## config.mk

```make
export PLATFORM = sky130hd
export DESIGN_NAME = turn_sequencer
export DESIGN_NICKNAME = d
export VERILOG_FILES = /design/src/rtl/turn_sequencer_pkg.sv /design/src/rtl/turn_sequencer_line_check.sv /design/src/rtl/turn_sequencer.sv
export SDC_FILE = /design/constraint.sdc
export NUM_CORES = 1
export LEC_CHECK = 0
export ABC_AREA = 0
export CORE_MARGIN = 2
export CORE_UTILIZATION = 65
export DETAILED_ROUTE_END_ITERATION = 10
export DONT_BUFFER_PORTS = 1
export PLACE_DENSITY_LB_ADDON = 0.15
export SLEW_MARGIN = 15
export SYNTH_ARGS = -nofsm -noshare
export SYNTH_HDL_FRONTEND = slang
export SYNTH_SLANG_ARGS = --single-unit
export TNS_END_PERCENT = 50
```

## constraint.sdc

```tcl
create_clock -name clk -period 3.1 [get_ports clk]
set_input_delay 0.62 -clock clk [delete_from_list [all_inputs] [get_ports clk]]
set_output_delay 0.62 -clock clk [all_outputs]
set_load 0.02 [all_outputs]
```

## src/rtl/turn_sequencer_pkg.sv

```systemverilog
// Shared definitions for the tic-tac-toe turn sequencer: FSM state
// encoding, winner codes, the eight winning-line masks and a one-hot helper.
package turn_sequencer_pkg;

    typedef enum logic [2:0] {
        ST_IDLE   = 3'd0,
        ST_CHECK  = 3'd1,
        ST_WRITE  = 3'd2,
        ST_SETTLE = 3'd3,
        ST_EVAL   = 3'd4,
        ST_OVER   = 3'd5,
        ST_CLEAR  = 3'd6
    } state_t;

    typedef enum logic [1:0] {
        NONE = 2'b00,
        XWIN = 2'b01,
        OWIN = 2'b10,
        DRAW = 2'b11
    } winner_t;

    // Cell index = row*3+col; entry order matches the winLine bit order:
    // rows 0-2, columns 0-2, main diagonal, anti-diagonal.
    localparam logic [8:0] LINE_MASKS [8] = '{
        9'h007, 9'h038, 9'h1C0,
        9'h049, 9'h092, 9'h124,
        9'h111, 9'h054
    };

    localparam logic [3:0] MAX_MOVES = 4'd9;

    function automatic logic isOneHot(input logic [8:0] v);
        return (v != 9'd0) && ((v & (v - 9'd1)) == 9'd0);
    endfunction

endpackage

```

## src/rtl/turn_sequencer_line_check.sv

```systemverilog
// Combinational detector of completed lines on one board plane.
module line_check
    import turn_sequencer_pkg::*;
(
    input  logic [8:0] i_plane,
    output logic [7:0] o_lines
);

    // A line is complete when every cell of its mask is occupied.
    always_comb begin
        o_lines = '0;
        for (int i = 0; i < 8; i++) begin
            o_lines[i] = ((i_plane & LINE_MASKS[i]) == LINE_MASKS[i]);
        end
    end

endmodule

```

## src/rtl/turn_sequencer.sv

```systemverilog
// Turn sequencer for a tic-tac-toe game model: validates moves, issues
// write strobes, evaluates wins/draws and handles new-game requests.
// Optional feature: define TURN_TIMEOUT_EN to forfeit a turn after
// TIMEOUT_CYCLES idle cycles.
module turn_sequencer
    import turn_sequencer_pkg::*;
#(
    parameter int TIMEOUT_CYCLES = 1_000_000_000
)
(
    input  logic       clk,
    input  logic       resetN,
    input  logic       moveReq,
    input  logic [8:0] cursor,
    input  logic       newGame,
    input  logic [8:0] boardX,
    input  logic [8:0] boardO,
    output logic       writeEn,
    output logic [8:0] writeMask,
    output logic       writePlayer,
    output logic       clearBoard,
    output logic       turn,
    output logic [1:0] winner,
    output logic [7:0] winLine,
    output logic       reject
);

    if (TIMEOUT_CYCLES < 2) begin : g_badTimeout
        $error("TIMEOUT_CYCLES must be at least 2");
    end

    state_t     r_state;
    state_t     w_nextState;
    logic [8:0] r_cursor;
    logic [3:0] r_moveCount;
    logic       r_turn;
    winner_t    r_winner;
    logic [7:0] r_winLine;
    logic       r_reject;

    logic [7:0] w_linesX;
    logic [7:0] w_linesO;
    logic       w_cursorBad;
    logic       w_winX;
    logic       w_winO;
    logic       w_draw;
    logic       w_timeout;

    line_check u_lineX (.i_plane(boardX), .o_lines(w_linesX));
    line_check u_lineO (.i_plane(boardO), .o_lines(w_linesO));

    assign w_cursorBad = !isOneHot(r_cursor) || ((r_cursor & (boardX | boardO)) != 9'd0);
    assign w_winX      = |w_linesX;
    assign w_winO      = |w_linesO;
    assign w_draw      = (r_moveCount == MAX_MOVES);

`ifdef TURN_TIMEOUT_EN
    localparam int CNT_W = $clog2(TIMEOUT_CYCLES + 1);

    logic [CNT_W-1:0] r_idleCount;
    logic             w_evalToggle;

    assign w_evalToggle = (r_state == ST_EVAL) && !w_winX && !w_winO && !w_draw;
    assign w_timeout    = (r_state == ST_IDLE) && !moveReq && !newGame &&
                          (r_idleCount >= CNT_W'(TIMEOUT_CYCLES - 1));

    // Idle-cycle counter; restarts whenever the turn changes or the game clears.
    always_ff @(posedge clk or negedge resetN) begin
        if (!resetN) begin
            r_idleCount <= '0;
        end else if (newGame || (r_state == ST_CLEAR) || w_timeout || w_evalToggle) begin
            r_idleCount <= '0;
        end else if (r_state == ST_IDLE) begin
            r_idleCount <= r_idleCount + CNT_W'(1);
        end
    end
`else
    assign w_timeout = 1'b0;
`endif

    // State register.
    always_ff @(posedge clk or negedge resetN) begin
        if (!resetN) begin
            r_state <= ST_IDLE;
        end else begin
            r_state <= w_nextState;
        end
    end

    // Next-state logic with newGame overriding everything, plus Moore strobes.
    always_comb begin
        w_nextState = r_state;
        writeEn     = 1'b0;
        writeMask   = 9'd0;
        writePlayer = 1'b0;
        clearBoard  = 1'b0;

        if (newGame) begin
            w_nextState = ST_CLEAR;
        end else begin
            case (r_state)
                ST_IDLE:   if (moveReq) w_nextState = ST_CHECK;
                ST_CHECK:  w_nextState = w_cursorBad ? ST_IDLE : ST_WRITE;
                ST_WRITE:  w_nextState = ST_SETTLE;
                ST_SETTLE: w_nextState = ST_EVAL;
                ST_EVAL:   w_nextState = (w_winX || w_winO || w_draw) ? ST_OVER : ST_IDLE;
                ST_OVER:   w_nextState = ST_OVER;
                ST_CLEAR:  w_nextState = ST_IDLE;
                default:   w_nextState = ST_IDLE;
            endcase
        end

        if (r_state == ST_WRITE) begin
            writeEn     = 1'b1;
            writeMask   = r_cursor;
            writePlayer = r_turn;
        end
        clearBoard = (r_state == ST_CLEAR);
    end

    // Game bookkeeping: cursor latch, move count, turn, result and reject pulse.
    always_ff @(posedge clk or negedge resetN) begin
        if (!resetN) begin
            r_cursor    <= 9'd0;
            r_moveCount <= 4'd0;
            r_turn      <= 1'b0;
            r_winner    <= NONE;
            r_winLine   <= 8'd0;
            r_reject    <= 1'b0;
        end else begin
            r_reject <= 1'b0;
            if ((r_state == ST_IDLE) && moveReq && !newGame) begin
                r_cursor <= cursor;
            end
            if ((r_state == ST_WRITE) && (r_moveCount < MAX_MOVES)) begin
                r_moveCount <= r_moveCount + 4'd1;
            end
            if (r_state == ST_CLEAR) begin
                r_moveCount <= 4'd0;
                r_winner    <= NONE;
                r_winLine   <= 8'd0;
                r_turn      <= 1'b0;
            end else if (!newGame) begin
                case (r_state)
                    ST_IDLE: begin
                        if (w_timeout) r_turn <= ~r_turn;
                    end
                    ST_CHECK: begin
                        r_reject <= w_cursorBad;
                    end
                    ST_EVAL: begin
                        if (w_winX) begin
                            r_winner  <= XWIN;
                            r_winLine <= w_linesX;
                        end else if (w_winO) begin
                            r_winner  <= OWIN;
                            r_winLine <= w_linesO;
                        end else if (w_draw) begin
                            r_winner  <= DRAW;
                        end else begin
                            r_turn    <= ~r_turn;
                        end
                    end
                    default: ;
                endcase
            end
        end
    end

    assign turn    = r_turn;
    assign winner  = r_winner;
    assign winLine = r_winLine;
    assign reject  = r_reject;

endmodule

```

==> run metrics <==
status finished, final reports clean; global-route wire length before repair a little over 6 mm; Hold Vio Cnt, Final 0; Post-synth EDFFs 0; largest net degree at the start of global routing 29; hold_buf cts 1; largest family of logic cells by synthesized area simple AND/OR/NAND/NOR gates; worst skew pair latency between 0.3 and 0.4 ns; Synth area leader dfrtp_1; Yosys Warn Count 0; Fill cells 189; Compound-Gate Fraction of Synth Area 19.84%; Port Buffers 0; DP HPWL 3.114 mm; fin nets 211; Antenna diodes 0; upper clock frequency limit 362.7 MHz; Initial Util between 60% and 70%; Post-Synth XOR/XNOR Area 0%; CP max stage cell nor2b_1; fin crit share 88.93%; most frequent cells after synthesis dfrtp_1 (28), nand2_1 (17), and3_1 (16); initial DRC count 79; Post-Synth Simple-Gate Area 23.51%; Primary FF master, synth dfrtp_1; FP Rows 18; Final Setup Violations 0; Post-Layout Cell Count 206; post-synthesis mux area share 10.07%; Die X ~55 um; Synth top area share 41.15%; Tightest Pin Transition 0.7234 ns; H-tree depth 1; via count of the routed design between 1000 and 1500; Num CTS Buffers 3; first-pass detailed-route iteration total 4; adder-cell share of the synthesized area 2.792%; Crit Path Max Fanout 12; Max Slew Vio Count 0; Routed WL per cell between 15 and 20 um; global-route usage over all layers 28.52%; worst path required time 2.48 ns; Placed Cells 201; number of setup buffers added after CTS 0; Max Buffers Root-to-Sink 2; Reg area between 700 and 800 sq um; synthesized cell area 1703 sq um; Placer Congestion between 0.9 and 1; FF+latch count, synth 28; post-synth cell types 43; gr ovfl total 0; minimum clock period after layout about 2.8 ns; Worst setup EP type primary output; maxcap violations 0; Layout Utilization 71.92%; largest cells by area after synthesis dfrtp_1 (41%), mux2_2 (6.0%), and3_1 (5.9%); Worst Slack Setup Final 0.3430 ns; Worst setup SP type register; clock root buffer clkbuf_4; Crit path largest cell delay 0.53 ns; full die area 3045 sq um; Mapped Cells 175; maximum VDD drop roughly 0.43 mV; vias in the first global route 1358; clock-pin slew on the worst setup and hold paths roughly 0.15 ns; Leakage Power 0.0008214 uW; final antenna-violating net count 0; Arr. time, crit path 2.14 ns; Post-Syn Nets 209; fraction of layout cells with a size suffix above 1 14.20%; Post-route DRC 0; power per standard cell area 588.2 nW/um^2; clk_skew 0.004308 ns; area of the multi-input gates 957.2 sq um; RSZ-0062 raised after global routing false; chip height 55.19 um; Post-Route WL roughly 4.1 mm; setup TNS 0 ns; count leader, synth dfrtp_1; syn_area_per_cell between 9 and 10 sq um; CTS tree yes; Vias/cell 6.932; io pins 55; worst hold path class input pin to async pin; initial antenna violation count 0; sequential fraction of the synthesis area 41.15%; Slew HR 51.37%; Post-Place Setup Slack 0.8052 ns; r2r setup slk between 0.7 and 0.8 ns; Area Growth Syn to Fin 4.629%; post-CTS resize count 0; critical path type register to primary output; post-synthesis async set-or-reset flop share 100.0%; CP Cell Sequence nor2b_1, nand2_1, inv_1; CTS Sinks 28; Core ar. ~2500 sq um
[state kept, by name (all words and copies together), names as in the netlist]
signal       count
r_cursor         9
winLine          8
r_moveCount      4
r_state          3
winner           2
reject           1
turn             1
[area by class of cell]
| type | count | area share (%) |
|---|---|---|
| clock buffer | 4 | 2.037 |
| inverter | 8 | 1.685 |
| multi-input combinational | 135 | 53.72 |
| sequential | 28 | 39.33 |
| tap | 30 | 2.107 |
| timing repair buffer | 1 | 1.124 |
[worst max-delay path: cells and delay by family (launching register included)]
| family | cells | cell delay [ns] |
|---|---|---|
| flops | 1 | 0.51 |
| simple gates | 2 | 0.91 |
| buf+inv | 1 | 0.38 |
[through the flow]
stage	instance area, sq um	power [uW]	hold slack (ns)
floorplan	1703	794.8	0.3244
detailed placement	1725	861.1	0.3250
global placement	1725	843.6	0.3250
CTS	1782	1052	0.07093
finish	1782	1048	0.07234
global route	1782	1116	0.05478
[final timing paths]
kind                                              end              startpoint  cells past startpoint
setup / recovery                           clearBoard  r_state[1]$_DFFE_PN0P_                      3
min in group clk               r_state[0]$_DFFE_PN0P_                 newGame                      1
hold / removal                  winner[1]$_DFFE_PN0P_                  resetN                      1
setup reg to reg           r_moveCount[2]$_DFFE_PN0P_  r_state[1]$_DFFE_PN0P_                      5
max in group asynchronous     r_cursor[3]$_DFFE_PN0P_                  resetN                      1
hold reg to reg                r_state[1]$_DFFE_PN0P_  r_state[2]$_DFFE_PN0P_                      1
[cells by family after synthesis]
group | count (synthesis)
compound gates | 44
fa+ha+maj | 4
buf+inv | 12
flops | 28
mux | 16
simple gates | 71
[layer usage]
layer  share of wire, %  up-vias  GRT usage, %
li1                   -      669             -
met1                 40      672         36.36
met2                 49       80         46.83
met3                9.1        7         6.720
met4                1.6        0         10.98
met5                  0        -             0
[cell usage in the layout, fill, tap and decap left out, types with 2 or more instances in the layout]
master,instances
nor4_2,2
and2_1,2
o21a_1,2
mux2_2,9
dfrtp_1,28
and3_1,16
nor2_1,9
a41oi_1,2
mux2i_1,7
and3_2,2
a22o_1,4
a22oi_1,2
nand2_1,17
o31ai_1,3
a31oi_1,2
a221oi_1,2
ha_1,3
o221a_2,3
inv_1,8
a21oi_1,5
o21ai_0,7
nor4_1,2
nand3_1,11
o41ai_1,2
o211ai_1,2
nor3_1,3
clkbuf_4,3
[report_power, final]
part	total (uW)	switching, uW	internal (uW)	leakage (uW)
Sequential	556	115	442	0.000363
Clock	181	109	72.1	0.0000210
Combinational	310	168	142	0.000438
Total	1050	392	656	0.000821
Note: power is estimated with default switching activity, not from simulation.
